===== config.mk =====
export PLATFORM = sky130hd
export DESIGN_NAME = bk_adder_pipe
export DESIGN_NICKNAME = d
export VERILOG_FILES = /design/src/rtl/bk_adder_pkg.sv /design/src/rtl/bk_prefix_level.sv /design/src/rtl/bk_adder_pipe.sv
export SDC_FILE = /design/constraint.sdc
export NUM_CORES = 1
export LEC_CHECK = 0
export BUFFER_PORTS_ARGS = -buffer_cell sky130_fd_sc_hd__buf_2
export CORE_MARGIN = 8
export CORE_UTILIZATION = 42
export DETAILED_ROUTE_END_ITERATION = 10
export PLACE_DENSITY_LB_ADDON = 0.15
export SETUP_SLACK_MARGIN = 0.15
export SLEW_MARGIN = 15
export SYNTH_ARGS = -nofsm -noshare
export SYNTH_HDL_FRONTEND = slang
export SYNTH_SLANG_ARGS = --single-unit

===== constraint.sdc =====
create_clock -name clk -period 3.05 [get_ports clk]
set_input_delay 0.1525 -clock clk [delete_from_list [all_inputs] [get_ports clk]]
set_output_delay 0.1525 -clock clk [all_outputs]
set_load 0.05 [all_outputs]

===== src/rtl/bk_adder_pkg.sv =====
// Shared types, mode encodings and elaboration-time helpers for the
// pipelined Brent-Kung adder/subtractor.
package bk_adder_pkg;

  localparam logic MODE_ADD = 1'b0;
  localparam logic MODE_SUB = 1'b1;

  // One (generate, propagate) pair of the prefix network.
  typedef struct packed {
    logic g;
    logic p;
  } gp_t;

  // Ceiling log2, usable in parameter and localparam expressions.
  function automatic int clog2(input int n);
    int r;
    r = 0;
    for (int v = n - 1; v > 0; v = v >> 1) r++;
    return r;
  endfunction

  // Prefix levels: log2(W) up-sweep levels plus log2(W)-1 down-sweep levels.
  function automatic int nlev(input int width);
    return 2 * clog2(width) - 1;
  endfunction

  // Registered prefix stages when a register follows every reg_every levels.
  function automatic int nstage(input int width, input int reg_every);
    return (nlev(width) + reg_every - 1) / reg_every;
  endfunction

endpackage


===== src/rtl/bk_prefix_level.sv =====
// One level of the Brent-Kung prefix tree. Positions owned by this level
// combine with their partner SPAN bits below; every other position passes
// straight through. Purely combinational.
module bk_prefix_level
  import bk_adder_pkg::*;
#(
  parameter int WIDTH   = 32,
  parameter int LEVEL   = 0,    // index within its own sweep
  parameter bit UPSWEEP = 1'b1
) (
  input  gp_t [WIDTH-1:0] prev,
  output gp_t [WIDTH-1:0] next
);

  // Up-sweep strides grow 1,2,4..; down-sweep strides shrink W/4..1.
  localparam int SPAN = UPSWEEP ? (1 << LEVEL) : (WIDTH >> (LEVEL + 2));

  for (genvar i = 0; i < WIDTH; i++) begin : g_bit
    // Up-sweep owns the top bit of each aligned 2*SPAN block; down-sweep
    // owns the mid points that the up-sweep left unresolved.
    localparam bit OWN = UPSWEEP ? (((i + 1) % (2 * SPAN)) == 0)
                                 : ((((i + 1) % (2 * SPAN)) == SPAN) && ((i + 1) > SPAN));
    if (OWN) begin : g_op
      assign next[i].g = prev[i].g | (prev[i].p & prev[i-SPAN].g);
      assign next[i].p = prev[i].p & prev[i-SPAN].p;
    end else begin : g_pass
      assign next[i] = prev[i];
    end
  end

endmodule


===== src/rtl/bk_adder_pipe.sv =====
// Pipelined Brent-Kung adder/subtractor with valid/ready streaming.
// Stage 0 registers conditioned G/P; K prefix stages follow, the last of
// which produces the registered sum, carry-out and signed overflow.
// The whole pipeline advances together whenever the output can move.
module bk_adder_pipe
  import bk_adder_pkg::*;
#(
  parameter int WIDTH     = 32,
  parameter int REG_EVERY = 3
) (
  input  logic             clk,
  input  logic             rst_n,
  input  logic             in_valid,
  output logic             in_ready,
  input  logic [WIDTH-1:0] in_a,
  input  logic [WIDTH-1:0] in_b,
  input  logic             in_cin,
  input  logic             in_mode,
  output logic             out_valid,
  input  logic             out_ready,
  output logic [WIDTH-1:0] out_sum,
  output logic             out_cout,
  output logic             out_ovf
);

  localparam int LOG2W = clog2(WIDTH);
  localparam int NLEV  = nlev(WIDTH);
  localparam int K     = nstage(WIDTH, REG_EVERY);

  logic advance;

  logic [WIDTH-1:0] b_eff;
  logic             c0_eff;
  gp_t  [WIDTH-1:0] gp_new;

  // Per-stage state: prefix pairs, original propagate (for the sum),
  // carry-in, operand sign bits and the valid bit.
  gp_t  [WIDTH-1:0] st_gp [K];
  logic [WIDTH-1:0] st_p  [K];
  logic [K-1:0]     st_c0;
  logic [K-1:0]     st_sa;
  logic [K-1:0]     st_sb;
  logic [K-1:0]     st_v;

  gp_t  [WIDTH-1:0] root;
  gp_t  [WIDTH-1:0] lvl_in  [NLEV];
  gp_t  [WIDTH-1:0] lvl_out [NLEV];

  logic [WIDTH:0]   carry;
  logic [WIDTH-1:0] sum_nxt;
  logic             ovf_nxt;

  // Output can move when empty or being consumed; everything shifts with it.
  assign advance  = !out_valid || out_ready;
  assign in_ready = advance;

  // Condition operands: subtraction is a + ~b + 1.
  always_comb begin
    // NOTE: every always_comb output gets a default first so no path can
    // leave it unassigned and infer a latch.
    b_eff  = in_b;
    c0_eff = in_cin;
    gp_new = '0;
    if (in_mode == MODE_SUB) begin
      b_eff  = ~in_b;
      c0_eff = 1'b1;
    end
    for (int i = 0; i < WIDTH; i++) begin
      gp_new[i].g = in_a[i] & b_eff[i];
      gp_new[i].p = in_a[i] ^ b_eff[i];
    end
  end

  // Stage registers and valid chain, all shifting together on advance.
  always_ff @(posedge clk or negedge rst_n) begin
    if (!rst_n) begin
      // NOTE: the pipeline data registers are cleared too, so the tree
      // never sees X after reset and bubbles stay deterministic.
      for (int s = 0; s < K; s++) begin
        st_gp[s] <= '0;
        st_p[s]  <= '0;
      end
      st_c0 <= '0;
      st_sa <= '0;
      st_sb <= '0;
      st_v  <= '0;
    end else if (advance) begin
      // NOTE: sequential state uses non-blocking assignments so every stage
      // reads its predecessor's pre-edge value and the shift is order-free.
      st_gp[0] <= gp_new;
      st_p[0]  <= in_a ^ b_eff;
      st_c0[0] <= c0_eff;
      st_sa[0] <= in_a[WIDTH-1];
      st_sb[0] <= b_eff[WIDTH-1];
      st_v[0]  <= in_valid;
      for (int s = 1; s < K; s++) begin
        st_gp[s] <= lvl_out[s*REG_EVERY-1];
        st_p[s]  <= st_p[s-1];
        st_c0[s] <= st_c0[s-1];
        st_sa[s] <= st_sa[s-1];
        st_sb[s] <= st_sb[s-1];
        st_v[s]  <= st_v[s-1];
      end
    end
  end

  // Fold carry-in into bit 0 so the tree yields c1..cW directly.
  always_comb begin
    root      = st_gp[0];
    root[0].g = st_gp[0][0].g | (st_gp[0][0].p & st_c0[0]);
  end

  // Chain the levels; a stage register restarts the chain every REG_EVERY.
  for (genvar l = 0; l < NLEV; l++) begin : g_lvl
    if (l == 0) begin : g_root
      assign lvl_in[l] = root;
    end else if ((l % REG_EVERY) == 0) begin : g_reg
      assign lvl_in[l] = st_gp[l/REG_EVERY];
    end else begin : g_comb
      assign lvl_in[l] = lvl_out[l-1];
    end

    bk_prefix_level #(
      .WIDTH   (WIDTH),
      .LEVEL   ((l < LOG2W) ? l : (l - LOG2W)),
      .UPSWEEP (l < LOG2W)
    ) u_level (
      .prev (lvl_in[l]),
      .next (lvl_out[l])
    );
  end

  // Final group: carries from the tree, sum bits and signed overflow.
  // Overflow via sign bits is equivalent to cW ^ c(W-1).
  always_comb begin
    carry[0] = st_c0[K-1];
    for (int i = 0; i < WIDTH; i++) carry[i+1] = lvl_out[NLEV-1][i].g;
    sum_nxt = st_p[K-1] ^ carry[WIDTH-1:0];
    ovf_nxt = (st_sa[K-1] ~^ st_sb[K-1]) & (st_sa[K-1] ^ sum_nxt[WIDTH-1]);
  end

  // Output register; holds while the consumer stalls.
  always_ff @(posedge clk or negedge rst_n) begin
    if (!rst_n) begin
      out_valid <= 1'b0;
      out_sum   <= '0;
      out_cout  <= 1'b0;
      out_ovf   <= 1'b0;
    end else if (advance) begin
      out_valid <= st_v[K-1];
      out_sum   <= sum_nxt;
      out_cout  <= carry[WIDTH];
      out_ovf   <= ovf_nxt;
    end
  end

endmodule


==> results by group <==
Run status
  • Outcome: finished clean

Timing
  • Final setup vio count: 0
  • Setup TNS Final: 0 ns
  • Max-slew violation count: 0
  • Worst-Margin Slew: 0.654 ns
  • Worst Setup Slack, final: 0.795 ns
  • Crit share post-route: 73.9%
  • Fmax: 0.444 GHz
  • Fin crit period: 2.25 ns
  • Clock skew: 0.00609 ns
  • Slew HR: 56.4%
  • Final Hold Viols: 0
  • Unrepaired setup endpoints after global routing: false

Final layout
  • Post-layout instance area: 13,300 sq um
  • Layout overhead on the synthesized area: 18.8%
  • Layout cells sized above 1: 12.3%
  • N_diodes: 0
  • Fin nets: 1,472
  • Non-Filler Instances: 1,717

Worst setup path
  • CP Launch Type: flip-flop
  • Worst endpoint data arrival time: 2.10 ns
  • Crit path kind: flip-flop to primary output
  • CP Capture Type: primary output
  • Required @ worst endpoint: 2.90 ns
  • Maximum fanout along the worst path: 72

Clock tree
  • PostCTS Resize Cnt: 0
  • Clk sink count: 262
  • CTS buffer count: 29
  • CTS tree: yes
  • Clk buf depth: 3
  • Htree depth: 1
  • Clock transition at path regs: 0.06 ns
  • Cts-stage hold buffer count: 39
  • Root Buffer: clkbuf_16
  • # Post-CTS Setup Buffers: 0
  • Clock Latency Late Sink: 0.54 ns

Power
  • Pwr dens: 1020 nW/um^2
  • IR Drop Worst-Case VDD: 637 uV
  • Pleak: 7.17 nW

Run
  • MaxCap Viol Count: 0

Floorplan
  • Die Wd: 179 microns
  • Die height: 179 microns
  • Initial core utilization: 42.2%
  • Die Area: 32,200 sq um
  • Top Ports: 106
  • Num rows: 60
  • Core area: 26,600 sq um

Global routing
  • Global-route wire length before repair: 39.6 mm
  • Grt ovf: 0
  • Initial antenna violation count: 0
  • Largest net degree at the start of global routing: 148
  • Total track usage: 14.5%
  • Vias in the first global route: 7,988

Route
  • DRC errors left: 0
  • Drt total wl: 23.1 mm
  • First-pass DRT Iterations: 4
  • WL per Instance: 13.5 microns
  • Final ANT Viol Nets: 0
  • Starting DRT DRC Count: 427
  • Vias: 7,974
  • DR vias/cell: 4.64

Place
  • Dpl cells: 1,626
  • Placed cell area: 12,000 sq um
  • Dpl hpwl: 15.0 mm
  • Gpl congestion: 0.734
  • # port buffers: 105
  • DP Worst Slack: 1.16 ns

Synth
  • Yosys warns: 0
  • Syn_nets: 1,345
  • Largest area contributor in the netlist: dfrtp_1
  • Ys flop type: dfrtp_1
  • Count leader, synth: nand2_1
  • Seq/Total Area, Yosys: 58.4%
  • Post-synthesis async set-or-reset flop share: 100%
  • Post-Syn Area per Cell: 9.14 sq um
  • Synth top area share: 58.4%
  • Post-synth top cells: nand2_1 (653), dfrtp_1 (262), ha_1 (47), xor2_1 (47), buf_2 (45)
  • Synth Register Bits: 262
  • Cells after synthesis: 1,228
  • Top post-synthesis cells by area: dfrtp_1 (58%), nand2_1 (22%), ha_1 (5.2%)
  • Mapped Area: 11,200 sq um
  • Post-synthesis cell type count: 30
  • EDFF count, synth: 0

Worst hold path
  • Worst Hold Class: input pin to flip-flop
-- metrics by stage --
step | power (mW) | utilization, % | hold WS [ns]
CTS | 13.8 | 50.2 | 0.0000159
global route | 14.6 | 50.2 | 0.0116
finish | 13.6 | 50.2 | 0.00373
global placement | 10.1 | 45.1 | 0.198
floorplan | 9.01 | - | -0.143
detailed placement | 10.2 | 45.1 | 0.191
-- sequential cells by signal, indices dropped and copies added, names as in the netlist --
signal     count
out_cout       1
st_c0          3
out_ovf        1
lvl_in       119
st_sa          3
st_v           3
st_sb          3
out_valid      1
out_sum       32
st_p          95
st_gp          1
-- cell families (layout without fill, tap and decap cells) --
family / count (synthesis) / after routing / share of synthesized area [%]
compound gates: 85 / 85 / 4.36
xor+xnor: 49 / 49 / 3.83
fa+ha+maj: 47 / 47 / 5.24
buf+inv: 66 / 214 / 3.28
flops: 262 / 262 / 58.4
mux: 4 / 4 / 0.390
simple gates: 715 / 715 / 24.5
-- path summary, 6_finish.rpt --
kind                             startpoint     endpoint  slack [ns]  depth (start not counted)
worst min register to register  out_sum[12]  out_sum[12]        0.46                          2
max in group asynchronous             rst_n  lvl_in[353]        1.91                          3
worst max register to register    out_valid      st_v[0]        0.93                          5
worst max-delay path              out_valid     in_ready        0.80                          3
worst min-delay path               in_a[14]     st_p[78]       0.004                          4
min in group asynchronous             rst_n   out_sum[8]        0.17                          2
-- placed cells by master, fill, tap and decap left out, types with 5 or more instances in the layout --
master and instances:
xor2_1 47, clkinv_2 7, buf_4 10, clkbuf_8 5, o21ai_0 35, clkbuf_16 29
a21oi_1 25, ha_1 47, nand2_1 653, buf_2 104, clkbuf_1 7, a21o_1 14
dlygate4sd3_1 39, dfrtp_1 262, nand3_1 8, nor2_1 40
-- critical path, cell delays in order (launching register included) --
cell and delay [ns]:
dfrtp_1 0.34, nor2b_4 0.52, inv_6 0.34, buf_2 0.32
-- power breakdown --
part	switching [mW]	total, mW	internal [mW]
Combinational	2.83	4.23	1.40
Sequential	0.910	5.86	4.95
Clock	1.36	3.48	2.11
-- layout make-up --
cell class | count | area, sq um
Timing Repair Buffer | 158 | 1080
Fill cell | 2641 | 13200
Sequential cell | 262 | 6560
Multi-Input combinational cell | 900 | 4290
Tap cell | 341 | 427
Clock inverter | 11 | 134
Clock buffer | 41 | 821
Inverter | 4 | 20.0
-- metal layers --
layer / vias up / global-route usage, % / routed length (microns)
met4: 0 / 3.33 / 352
met1: 3718 / 19.6 / 11000
met2: 124 / 23.6 / 10800
li1: 4103 / - / -
met5: - / 0 / 0
met3: 29 / 2.94 / 948
Power figures use the tool's default switching activity.
